$ cat src/rtl/demux4_stream_pkg.sv
// Shared definitions for the 1-to-4 stream demultiplexer: channel count,
// channel index type and the named channel constants.
package demux4_pkg;

    localparam int NUM_CH = 4;
    localparam int SEL_W  = 2;

    typedef logic [SEL_W-1:0] ch_idx_t;

    localparam ch_idx_t CH_A = 2'd0;
    localparam ch_idx_t CH_B = 2'd1;
    localparam ch_idx_t CH_C = 2'd2;
    localparam ch_idx_t CH_D = 2'd3;

    // Expands a channel index into a one-hot channel mask.
    function automatic logic [NUM_CH-1:0] sel_onehot(input ch_idx_t ch);
        logic [NUM_CH-1:0] mask;
        mask     = '0;
        mask[ch] = 1'b1;
        return mask;
    endfunction

endpackage

$ cat src/rtl/demux4_stream_if.sv
// Handshake bundle of the demultiplexer: one valid/ready input stream, four
// valid/ready output channels and the status outputs.
interface demux4_stream_if
    import demux4_pkg::*;
#(
    parameter int WIDTH = 32,
    parameter int CNT_W = 16
);

    logic              in_valid;
    logic              in_ready;
    logic [WIDTH-1:0]  in_data;
    ch_idx_t           in_sel;
    logic              rr_mode;

    logic [NUM_CH-1:0] out_valid;
    logic [NUM_CH-1:0] out_ready;
    logic [WIDTH-1:0]  out_data_a;
    logic [WIDTH-1:0]  out_data_b;
    logic [WIDTH-1:0]  out_data_c;
    logic [WIDTH-1:0]  out_data_d;

    ch_idx_t           rr_ptr;
    logic [CNT_W-1:0]  xfer_cnt;

    // Producer and consumers side: drives the input stream and the output readies.
    modport master (
        output in_valid, in_data, in_sel, rr_mode, out_ready,
        input  in_ready, out_valid, out_data_a, out_data_b, out_data_c, out_data_d,
        input  rr_ptr, xfer_cnt
    );

    // Demultiplexer side.
    modport slave (
        input  in_valid, in_data, in_sel, rr_mode, out_ready,
        output in_ready, out_valid, out_data_a, out_data_b, out_data_c, out_data_d,
        output rr_ptr, xfer_cnt
    );

endinterface

$ cat src/rtl/demux4_stream_slot.sv
// One-entry holding register for a single output channel. A push in the same
// cycle as a pop replaces the word and keeps the channel valid.
module demux_slot #(
    parameter int WIDTH = 32
) (
    input  logic             clk,
    input  logic             rst,
    input  logic             push,
    input  logic [WIDTH-1:0] push_data,
    input  logic             pop_ready,
    output logic             valid,
    output logic [WIDTH-1:0] data,
    output logic             can_push
);

    logic             valid_q;
    logic [WIDTH-1:0] data_q;

    // Free either when empty or when the consumer drains it this cycle.
    assign can_push = !valid_q || pop_ready;

    always_ff @(posedge clk) begin
        if (rst) begin
            valid_q <= 1'b0;
            data_q  <= '0;
        end else if (push) begin
            valid_q <= 1'b1;
            data_q  <= push_data;
        end else if (valid_q && pop_ready) begin
            valid_q <= 1'b0;
        end
    end

    assign valid = valid_q;
    assign data  = data_q;

endmodule

$ cat src/rtl/demux4_stream.sv
// 1-to-4 registered stream demultiplexer: routes each accepted word to the
// channel chosen by in_sel or by the round-robin pointer.
module demux4_stream
    import demux4_pkg::*;
#(
    parameter int WIDTH = 32,
    parameter int CNT_W = 16
) (
    input  logic           clk,
    input  logic           rst,
    demux4_stream_if.slave bus
);

    ch_idx_t           tgt;
    ch_idx_t           rr_ptr_q;
    logic [CNT_W-1:0]  xfer_cnt_q;
    logic              in_ready_int;
    logic              accept;
    logic [NUM_CH-1:0] slot_push;
    logic [NUM_CH-1:0] slot_valid;
    logic [NUM_CH-1:0] slot_can_push;
    logic [WIDTH-1:0]  slot_data [NUM_CH];

    // A blocked target stalls the input; there is deliberately no skipping
    // ahead to another free channel in round-robin mode.
    always_comb begin
        tgt          = bus.rr_mode ? rr_ptr_q : bus.in_sel;
        in_ready_int = !rst && slot_can_push[tgt];
        accept       = bus.in_valid && in_ready_int;
        slot_push    = sel_onehot(tgt) & {NUM_CH{accept}};
    end

    for (genvar i = 0; i < NUM_CH; i++) begin : g_slot
        demux_slot #(
            .WIDTH(WIDTH)
        ) u_slot (
            .clk      (clk),
            .rst      (rst),
            .push     (slot_push[i]),
            .push_data(bus.in_data),
            .pop_ready(bus.out_ready[i]),
            .valid    (slot_valid[i]),
            .data     (slot_data[i]),
            .can_push (slot_can_push[i])
        );
    end

    // The pointer only moves on round-robin accepts, so it survives mode switches.
    always_ff @(posedge clk) begin
        if (rst) begin
            rr_ptr_q   <= CH_A;
            xfer_cnt_q <= '0;
        end else if (accept) begin
            xfer_cnt_q <= xfer_cnt_q + CNT_W'(1);
            if (bus.rr_mode) begin
                rr_ptr_q <= rr_ptr_q + 2'd1;
            end
        end
    end

    assign bus.in_ready   = in_ready_int;
    assign bus.out_valid  = slot_valid;
    assign bus.out_data_a = slot_data[CH_A];
    assign bus.out_data_b = slot_data[CH_B];
    assign bus.out_data_c = slot_data[CH_C];
    assign bus.out_data_d = slot_data[CH_D];
    assign bus.rr_ptr     = rr_ptr_q;
    assign bus.xfer_cnt   = xfer_cnt_q;

endmodule

$ cat src/flat_wrapper.sv
// flat-port wrapper written by rule: the top's interface ports become plain ports
module demux4_stream_flat import demux4_pkg::*;
#(
    parameter int WIDTH = 32,
    parameter int CNT_W = 16
)
  (clk, rst, bus_in_valid, bus_in_data, bus_in_sel, bus_rr_mode, bus_out_ready, bus_in_ready, bus_out_valid, bus_out_data_a, bus_out_data_b, bus_out_data_c, bus_out_data_d, bus_rr_ptr, bus_xfer_cnt);
  demux4_stream_if #(.WIDTH(WIDTH), .CNT_W(CNT_W)) bus_i ();
  input  logic clk;
  input  logic rst;
  input wire logic [$bits(bus_i.in_valid)-1:0] bus_in_valid;
  input wire logic [$bits(bus_i.in_data)-1:0] bus_in_data;
  input wire logic [$bits(bus_i.in_sel)-1:0] bus_in_sel;
  input wire logic [$bits(bus_i.rr_mode)-1:0] bus_rr_mode;
  input wire logic [$bits(bus_i.out_ready)-1:0] bus_out_ready;
  output wire logic [$bits(bus_i.in_ready)-1:0] bus_in_ready;
  output wire logic [$bits(bus_i.out_valid)-1:0] bus_out_valid;
  output wire logic [$bits(bus_i.out_data_a)-1:0] bus_out_data_a;
  output wire logic [$bits(bus_i.out_data_b)-1:0] bus_out_data_b;
  output wire logic [$bits(bus_i.out_data_c)-1:0] bus_out_data_c;
  output wire logic [$bits(bus_i.out_data_d)-1:0] bus_out_data_d;
  output wire logic [$bits(bus_i.rr_ptr)-1:0] bus_rr_ptr;
  output wire logic [$bits(bus_i.xfer_cnt)-1:0] bus_xfer_cnt;
  assign bus_i.in_valid = bus_in_valid;
  assign bus_i.in_data = bus_in_data;
  assign bus_i.in_sel = bus_in_sel;
  assign bus_i.rr_mode = bus_rr_mode;
  assign bus_i.out_ready = bus_out_ready;
  assign bus_in_ready = bus_i.in_ready;
  assign bus_out_valid = bus_i.out_valid;
  assign bus_out_data_a = bus_i.out_data_a;
  assign bus_out_data_b = bus_i.out_data_b;
  assign bus_out_data_c = bus_i.out_data_c;
  assign bus_out_data_d = bus_i.out_data_d;
  assign bus_rr_ptr = bus_i.rr_ptr;
  assign bus_xfer_cnt = bus_i.xfer_cnt;
  demux4_stream #(.WIDTH(WIDTH), .CNT_W(CNT_W)) u_core (.clk(clk), .rst(rst), .bus(bus_i));
endmodule
$ cat config.mk
export PLATFORM = sky130hd
export DESIGN_NAME = demux4_stream_flat
export DESIGN_NICKNAME = d
export VERILOG_FILES = /design/src/rtl/demux4_stream_pkg.sv /design/src/rtl/demux4_stream_if.sv /design/src/rtl/demux4_stream_slot.sv /design/src/rtl/demux4_stream.sv /design/src/flat_wrapper.sv
export SDC_FILE = /design/constraint.sdc
export NUM_CORES = 1
export LEC_CHECK = 0
export BUFFER_PORTS_ARGS = -buffer_cell sky130_fd_sc_hd__buf_4
export CAP_MARGIN = 30
export CORE_ASPECT_RATIO = 2
export CORE_UTILIZATION = 30
export CTS_BUF_LIST = sky130_fd_sc_hd__clkbuf_8
export CTS_CLUSTER_SIZE = 20
export DETAILED_ROUTE_END_ITERATION = 8
export PLACE_DENSITY = 0.57
export SYNTH_ARGS = -nofsm -noshare
export SYNTH_HDL_FRONTEND = slang
export SYNTH_HIERARCHICAL = 1
export SYNTH_SLANG_ARGS = --single-unit
$ cat constraint.sdc
create_clock -name clk -period 5.1 [get_ports clk]
set_clock_uncertainty 0.05 [all_clocks]
set_input_delay 0.765 -clock clk [delete_from_list [all_inputs] [get_ports clk]]
set_output_delay 0.765 -clock clk [all_outputs]
set_load 0.02 [all_outputs]
* Word-level counts from Yosys, hierarchy flattened
Cells that the tools add are included.
Storage, ports and cells: register bits 150, logic and storage cells 49
Cells by class: add/sub/neg operators 2, $lt $le $gt $ge 2, muxes and demuxes 13, bitwise logic cells 1, reductions and logical operators 21
Operators by type and width (count):
- $add A16 B1 Y16 const B | 1
- $mux W1 | 10
- $reduce_bool A2 Y1 | 4
- $logic_and A1 B1 Y1 | 7
- $logic_not A1 Y1 | 5
- $and A4 B4 Y4 | 1
- $logic_or A1 B1 Y1 | 4
- $lt A2 B3 Y1 const B | 1
- $add A2 B1 Y2 const B | 1
- $bmux W1 S2 | 1
- $demux W1 S2 | 1
- $ge A2 B1 Y1 const B | 1
- $mux W2 | 1
- $reduce_and A2 Y1 | 1

* Logic depth before layout (Yosys ltp)
Gate-level depths: netlist (run 1).
depth in word-level cells 8, depth in mapped cells 11, depth with buffers taken out 7

* Cells and area by module
Netlist (run 1), hierarchy kept.
By module, submodules not included:
- demux_slot | times used 4, cells each 108, area an instance 1204.9 um^2
- demux4_stream | times used 1, cells each 130, area an instance 1124.8 um^2

* Worst setup path after synthesis (run 1)
Ideal clock, no wire load.
path type input port to output port, start point in bus_out_ready[2], end point out bus_in_ready, data arrival time 2092 ps, slack 2193 ps, stages 6, path buffers 1, cell sequence nand2b_1 > and4b_2 > a31o_4 > nor4_2 > buf_2 > nor2_1
On the way: longest elaborated chain between the ends 4
RTL lines:
- from (decl) | RTL line flat_wrapper.sv:15 | input wire logic [$bits(bus_i.out_ready)-1:0] bus_out_ready;
- $logic_or A1 B1 Y1 | RTL line demux4_stream_slot.sv:20 | assign can_push = !valid_q || pop_ready;
- $bmux W1 S2 | RTL line demux4_stream.sv:28 | in_ready_int = !rst && slot_can_push[tgt];
- $mux W1 (not written as such) | RTL line demux4_stream.sv:28
- $logic_and A1 B1 Y1 | RTL line demux4_stream.sv:28
- to (decl) | RTL line flat_wrapper.sv:16 | output wire logic [$bits(bus_i.in_ready)-1:0] bus_in_ready;
No other way between the ends. The select of a mux whose other input is x is not followed.

* Final worst setup path (run 1)
start point in bus_out_ready[2], end point out bus_in_ready
On the way: longest elaborated chain between the ends 4
RTL lines:
- $logic_or A1 B1 Y1 | RTL line demux4_stream_slot.sv:20
- net u_core.slot_can_push[2] | RTL line demux4_stream.sv:21 | logic [NUM_CH-1:0] slot_can_push;
- $bmux W1 S2 | RTL line demux4_stream.sv:28
- $mux W1 (not written as such) | RTL line demux4_stream.sv:28
- $logic_and A1 B1 Y1 | RTL line demux4_stream.sv:28
The timed path passes the listed nets, and every way through them passes these cells. The select of a mux whose other input is x is not followed.

==> metrics.md, run 1 <==
| Metric | Value |
|---|---|
| Total of max-cap violations | `0` |
| Gpl congestion | `0.749` |
| Crit path cell chain | `buf_4, nand2b_1, and4b_2, a31o_4, nor4_2, buf_4, nor2_1, buf_4` |
| Share of synthesized registers carrying an async set or reset | `0%` |
| # rows | `72` |
| Total track usage | `15.7%` |
| Initial antenna violation count | `0` |
| Crit-path leading delay family | `simple AND/OR/NAND/NOR gates` |
| Tmin final | `3.04 ns` |
| Final ANT Viol Nets | `0` |
| DRC | `0` |
| Layout cells sized above 1 | `32.6%` |
| Placed Instance Area | `0.00738 mm2` |
| I/O pin count | `193` |
| Top-area cell type share of the netlist area | `50.5%` |
| DRT Pass-1 Iters | `4` |
| Worst path bufs/invs | `3` |
| Synthesized net count | `605` |
| Post-synthesis register bit count | `150` |
| CTS Sinks | `150` |
| Crit end category | `output port` |
| # resized after CTS | `0` |
| Filler cells | `1,948` |
| Die height | `201 um` |
| Hold Crit Endpoint | `u_core/bus.xfer_cnt[15]$_SDFFE_PP0P_` |
| Yosys cell types | `42` |
| Critical Path RT | `4.28 ns` |
| Static Leak | `3.07 nW` |
| Average wire per standard cell | `15.5 um` |
| First-pass GRT wire length | `24.3 mm` |
| Clock latency on the worst-skew pair | `0.44 ns` |
| CP Launch Type | `input port` |
| Worst vdd ir | `0.201 mV` |
| Vias per cell | `4.48` |
| Main area contributors after synthesis | `dfxtp_1 51%, mux2i_1 22%, nor2_1 8.6%` |
| Status | `completed` |
| Root buffer cell | `clkbuf_8` |
| CP Max Fanout | `15` |
| Largest net degree at the start of global routing | `86` |
| Most frequent CP cell | `buf_4` |
| Reg-to-reg endpoint | `u_core/g_slot[3].u_slot/data[0]$_SDFFE_PP0P_` |
| Slew headroom | `36.6%` |
| Starting DRC count in detailed routing | `129` |
| Final Hold Slack | `0.429 ns` |
| Number of cells on the critical path | `8` |
| CP peak stage delay | `0.25 ns` |
| DP Wirelength | `11.0 mm` |
| Max Root-Sink Buffers | `2` |
| Total power | `2.31 mW` |
| Fin area | `0.00775 mm2` |
| Critical path's slowest cell | `and4b_2` |
| CTS buffer count | `17` |
| Post-synth top area cell | `dfxtp_1` |
| Floorplan die width | `102 um` |
| Post-synth EDFFs | `0` |
| H-tree depth | `4` |
| Final setup viols | `0` |
| Multi-input combinational cell area | `0.00251 mm2` |
| Transition time of the tightest slew-check pin | `0.951 ns` |
| R2R setup slack | `2.53 ns` |
| ANT cells | `0` |
| Setup bufs post-CTS | `0` |
| Vias in the first global route | `4,415` |
| Total congestion overflow | `0` |
| Number of port buffers | `192` |
| Setup TNS | `0 ns` |
| Synth Warn # | `6` |
| Hold path cells | `2` |
| Total wire length | `15.7 mm` |
| Mapped Area | `0.00594 mm2` |
| Worst Path Arrival | `2.23 ns` |
| Mean Syn Cell Area | `10.6 um2` |
| Hold Buf Count CTS | `0` |
| Die footprint | `0.0204 mm2` |
| Unrepaired setup endpoints after global routing | `false` |
| Part of the cycle the worst path needs | `59.6%` |
| CTS tree | `built` |
| R2R cell count | `8` |
| Post-synth top flop | `dfxtp_1` |
| Routed via count | `4,535` |
| CTS clk-pin slew, worst paths | `0.08 ns` |
| Min-Delay Startpoint | `u_core/bus.xfer_cnt[15]$_SDFFE_PP0P_` |
| Final slew viol count | `0` |
| Nets | `785` |
| Worst Hold Class | `reg2reg` |
| Maximum clock rate | `329 MHz` |
| Pwr per Cell Area | `298 mW/mm2` |
| Seq/Total Area, Yosys | `50.5%` |
| Fin. Hold Viols | `0` |
| Initial Util | `30.7%` |
| FF/Latch Area | `0.00300 mm2` |
| CP Class | `in2out` |
| Synth Instances | `562` |
| Area grow syn2layout | `30.4%` |
| FF-to-FF Start | `u_core/bus.rr_ptr[0]$_SDFFE_PP0P_` |
| Core area | `0.0194 mm2` |
==> cells in the final DEF (no fill, tap or decap), types with 4 or more instances in the layout <==
| cell type | instances |
|---|---|
| or3_1 | 8 |
| o21ai_0 | 6 |
| clkinv_2 | 4 |
| nor2_1 | 136 |
| buf_4 | 201 |
| inv_1 | 11 |
| nand3_1 | 6 |
| o31ai_1 | 7 |
| nor3_2 | 4 |
| a21oi_1 | 19 |
| or4_1 | 6 |
| clkinv_4 | 4 |
| dfxtp_1 | 150 |
| nand2b_1 | 5 |
| nand2_1 | 7 |
| clkbuf_8 | 17 |
| mux2i_1 | 129 |
| nand4_1 | 4 |
==> flip-flops by register name (all words and copies together) (netlist names) <==
name	cells
u_core/bus.rr_ptr	2
u_core/g_slot.u_slot/data	128
u_core/bus.xfer_cnt	16
u_core/g_slot.u_slot/valid	4
==> worst max-delay path by stage <==
stage	start	endpoint	slack (ns)
2_1_floorplan	bus_out_ready[2]	bus_in_ready	2.19
3_3_place_gp	bus_out_ready[2]	bus_in_ready	2.07
3_5_place_dp	bus_out_ready[2]	u_core/g_slot[2].u_slot/data[26]$_SDFFE_PP0P_	2.03
4_1_cts	bus_out_ready[2]	bus_in_ready	2.05
5_1_grt	u_core/bus.rr_ptr[0]$_SDFFE_PP0P_	bus_in_ready	1.94
6_report	bus_out_ready[2]	bus_in_ready	2.06
==> power breakdown <==
group          internal [mW]  leakage [nW]  switching (mW)  total [mW]
clock network          0.429         0.198           0.454       0.883
logic                 0.0909          1.67           0.129       0.220
registers               1.19          1.21          0.0159        1.21
total                   1.71          3.07           0.599        2.31
==> area by class of cell <==
cell class	count	share of cell area (%)
flip-flops and latches	150	38.7
multi-input cells	363	32.4
repair buffers	201	19.5
well taps	259	4.18
clock buffers	17	3.02
clock inverters	14	1.79
inverters	9	0.436
==> worst register-to-register path, stage by stage (launching register included) <==
cell and delay, ns:
dfxtp_1 0.51, inv_1 0.16, o32ai_4 0.36, o41ai_4 0.12, buf_4 0.23, nor3_2 0.12, buf_4 0.54, mux2i_1 0.28
nor2_1 0.05
==> routing by layer <==
layer | share of wire, % | global-route usage (%)
met5 | 0 | 0
met4 | 2.8 | 7.76
met3 | 3.8 | 2.96
met2 | 57 | 30.1
met1 | 36 | 15.4
==> stage by stage <==
stage          std cells  setup WS (ns)  util (%)
2_1_floorplan        562           2.19         -
3_3_place_gp         982           2.07      38.1
3_5_place_dp         982           2.03      38.1
4_1_cts             1013           2.05      40.0
5_1_grt             1013           1.94      40.0
6_report            1013           2.06      40.0
==> cell families after synthesis <==
group	synth area share (%)
compound gates	5.24
xor+xnor	0.147
fa+ha+maj	0.210
buf+inv	7.58
flops	50.5
mux	21.9
simple gates	14.4
==> Yosys cell counts (5+ instances only) <==
| cell type | instances |
|---|---|
| a21oi_1 | 19 |
| nand2b_1 | 5 |
| buf_12 | 12 |
| dfxtp_1 | 150 |
| mux2i_1 | 129 |
| nand2_1 | 7 |
| o21ai_0 | 6 |
| nor3_1 | 6 |
| or3_1 | 8 |
| clkbuf_1 | 11 |
| nor2_1 | 136 |
| or4_1 | 6 |
| o31ai_1 | 7 |
| nand3_1 | 6 |
| inv_1 | 9 |
| buf_6 | 6 |
| buf_2 | 9 |
Power figures use the tool's default switching activity.
==> run 2, diff against run 1 <==
Clock period 5.1 ns to 2.95 ns, I/O delays scaled along.
==> run 2 against run 1 <==
Effect of this change:
- design area is 1.4% higher
- flip-flop and latch count stayed put
- count of clock-buffer cells in the layout increased by 4
- largest cell class unchanged
- highest routed layer unchanged
- die area unchanged
- critical path type is now reg2out
- worst hold slack worse by 0.23 ns
- largest power group unchanged
- wire length increased by 4.2%
==> metrics.md, run 2 (synthesis results as in run 1) <==
| Metric | Value |
|---|---|
| CP Max Fanout | `15 (unchanged)` |
| Crit end category | `output port` |
| Area grow syn2layout | `32.2%` |
| Worst Hold Class | `in2reg` |
| FF-to-FF Start | `u_core/bus.rr_ptr[0]$_SDFFE_PP0P_` |
| Total power | `4.22 mW (+83%)` |
| Largest net degree at the start of global routing | `59 (-31%)` |
| Floorplan die width | `102 um (unchanged)` |
| Worst vdd ir | `0.304 mV (+51%)` |
| I/O pin count | `193 (unchanged)` |
| Static Leak | `3.12 nW (+1.5%)` |
| Initial antenna violation count | `0 (unchanged)` |
| Starting DRC count in detailed routing | `105 (-19%)` |
| Unrepaired setup endpoints after global routing | `false` |
| Transition time of the tightest slew-check pin | `0.657 ns (-0.294 ns)` |
| Nets | `789 (+0.51%)` |
| CP peak stage delay | `0.50 ns (+0.25 ns)` |
| Final setup viols | `0 (unchanged)` |
| Final slew viol count | `0 (unchanged)` |
| Part of the cycle the worst path needs | `90.1%` |
| Clock latency on the worst-skew pair | `0.45 ns (about the same)` |
| Number of port buffers | `192 (unchanged)` |
| CTS clk-pin slew, worst paths | `0.09 ns (about the same)` |
| # resized after CTS | `0 (unchanged)` |
| CTS tree | `built` |
| CP Class | `reg2out` |
| Vias per cell | `4.53 (+1.2%)` |
| DRT Pass-1 Iters | `4 (unchanged)` |
| Crit-path leading delay family | `simple AND/OR/NAND/NOR gates` |
| CTS Sinks | `150 (unchanged)` |
| Vias in the first global route | `4,497 (+1.9%)` |
| Gpl congestion | `0.728 (-2.8%)` |
| Min-Delay Startpoint | `bus_in_data[17]` |
| Finished Core Util | `40.6% (+0.55 points)` |
| Total of max-cap violations | `0 (unchanged)` |
| Commonest non-fill, non-tap cell in the layout | `buf_4` |
| Total track usage | `16.4% (+0.63 points)` |
| CP Launch Type | `flop` |
| Critical Path RT | `2.46 ns (-1.82 ns)` |
| Worst path bufs/invs | `2 (-1)` |
| Setup bufs post-CTS | `0 (unchanged)` |
| Fin. Hold Viols | `0 (unchanged)` |
| DP Wirelength | `11.6 mm (+5.7%)` |
| R2R cell count | `7 (-1)` |
| Die footprint | `0.0204 mm2 (unchanged)` |
| CP startpoint | `u_core/bus.rr_ptr[0]$_SDFFE_PP0P_` |
| DRC | `0 (unchanged)` |
| Layout cells sized above 1 | `33.1% (+0.44 points)` |
| CTS buffer count | `17 (unchanged)` |
| Crit path cell chain | `and4b_2, a31o_4, nor4_2, buf_4, nor2_1, buf_4` |
| Most frequent CP cell | `buf_4` |
| Hold Crit Endpoint | `u_core/g_slot[2].u_slot/data[17]$_SDFFE_PP0P_` |
| Routed via count | `4,611 (+1.7%)` |
| Total wire length | `16.4 mm (+4.2%)` |
| Hold Buf Count CTS | `0 (unchanged)` |
| Die height | `201 um (unchanged)` |
| Max reg flops | `128 (unchanged)` |
| Root buffer cell | `clkbuf_8` |
| Commonest non-fill, non-tap cells in the layout | `204 x buf_4, 150 x dfxtp_1, 136 x nor2_1` |
| Slew headroom | `56.2% (+20 points)` |
| First-pass GRT wire length | `25.0 mm (+2.7%)` |
| Average wire per standard cell | `16.1 um (+3.7%)` |
| Critical path's slowest cell | `dfxtp_1` |
| Fin area | `0.00786 mm2 (+1.4%)` |
| Initial Util | `30.7% (unchanged)` |
| R2R setup slack | `0.48 ns (-2.05 ns)` |
| Pwr per Cell Area | `537 mW/mm2 (+80%)` |
| Max Root-Sink Buffers | `2 (unchanged)` |
| Setup TNS | `0 ns (unchanged)` |
| Worst Path Arrival | `2.16 ns (-0.07 ns)` |
| Final ANT Viol Nets | `0 (unchanged)` |
| H-tree depth | `4 (unchanged)` |
| ANT cells | `0 (unchanged)` |
| Hold path cells | `3 (+1)` |
| # rows | `72 (unchanged)` |
| Total congestion overflow | `0 (unchanged)` |
| Placed Instance Area | `0.00742 mm2 (+0.58%)` |
| Tmin final | `2.66 ns` |
| Reg-to-reg endpoint | `u_core/g_slot[1].u_slot/data[8]$_SDFFE_PP0P_` |
| Maximum clock rate | `376 MHz` |
| Core area | `0.0194 mm2 (unchanged)` |
| Filler cells | `1,961 (+0.67%)` |
| Status | `completed` |
run 2: worst max path at each step:
stage | slack [ns] | depth (start not counted) | to
floorplan | 0.52 | 11 | u_core/g_slot[1].u_slot/data[10]$_SDFFE_PP0P_
global placement | 0.32 | 9 | u_core/g_slot[0].u_slot/data[12]$_SDFFE_PP0P_
detailed placement | 0.25 | 9 | u_core/g_slot[0].u_slot/data[13]$_SDFFE_PP0P_
CTS | 0.24 | 6 | bus_in_ready
global route | 0.15 | 6 | bus_in_ready
finish | 0.29 | 6 | bus_in_ready
run 2: stage by stage:
step | hold WS, ns | instances | worst slack (ns)
2_1_floorplan | 0.495 | 562 | 0.519
3_3_place_gp | 0.423 | 986 | 0.316
3_5_place_dp | 0.431 | 986 | 0.254
4_1_cts | 0.152 | 1018 | 0.241
5_1_grt | 0.170 | 1018 | 0.148
6_report | 0.198 | 1018 | 0.293
run 2: worst min-delay path, cell delays in order:
cell     delay (ns)
buf_4          0.10
mux2i_1        0.06
nor2_1         0.07
run 2: cell type report:
type	count	area [um2]	area share, %
Timing Repair Buffer	205	1550	19.7
Tap cell	259	324	4.12
Multi-Input combinational cell	363	2510	31.9
Clock buffer	21	289	3.68
Sequential cell	150	3000	38.2
Inverter	9	33.8	0.430
Clock inverter	11	148	1.88
run 2: routing by layer:
| layer | track usage (%) | part of all wire [%] | vias to the layer above |
|---|---|---|---|
| li1 | - | - | 2292 |
| met4 | 8.64 | 2.8 | 0 |
| met2 | 31.6 | 58 | 115 |
| met3 | 3.03 | 3.1 | 21 |
| met5 | 0 | 0 | - |
| met1 | 15.6 | 36 | 2183 |
run 2: power by group:
| group | switching, mW | leakage, nW | internal [mW] | total [mW] |
|---|---|---|---|---|
| clock | 0.819 | 0.222 | 0.930 | 1.75 |
| combinational | 0.225 | 1.69 | 0.160 | 0.385 |
| sequential | 0.0268 | 1.21 | 2.06 | 2.09 |
| total | 1.07 | 3.12 | 3.15 | 4.22 |
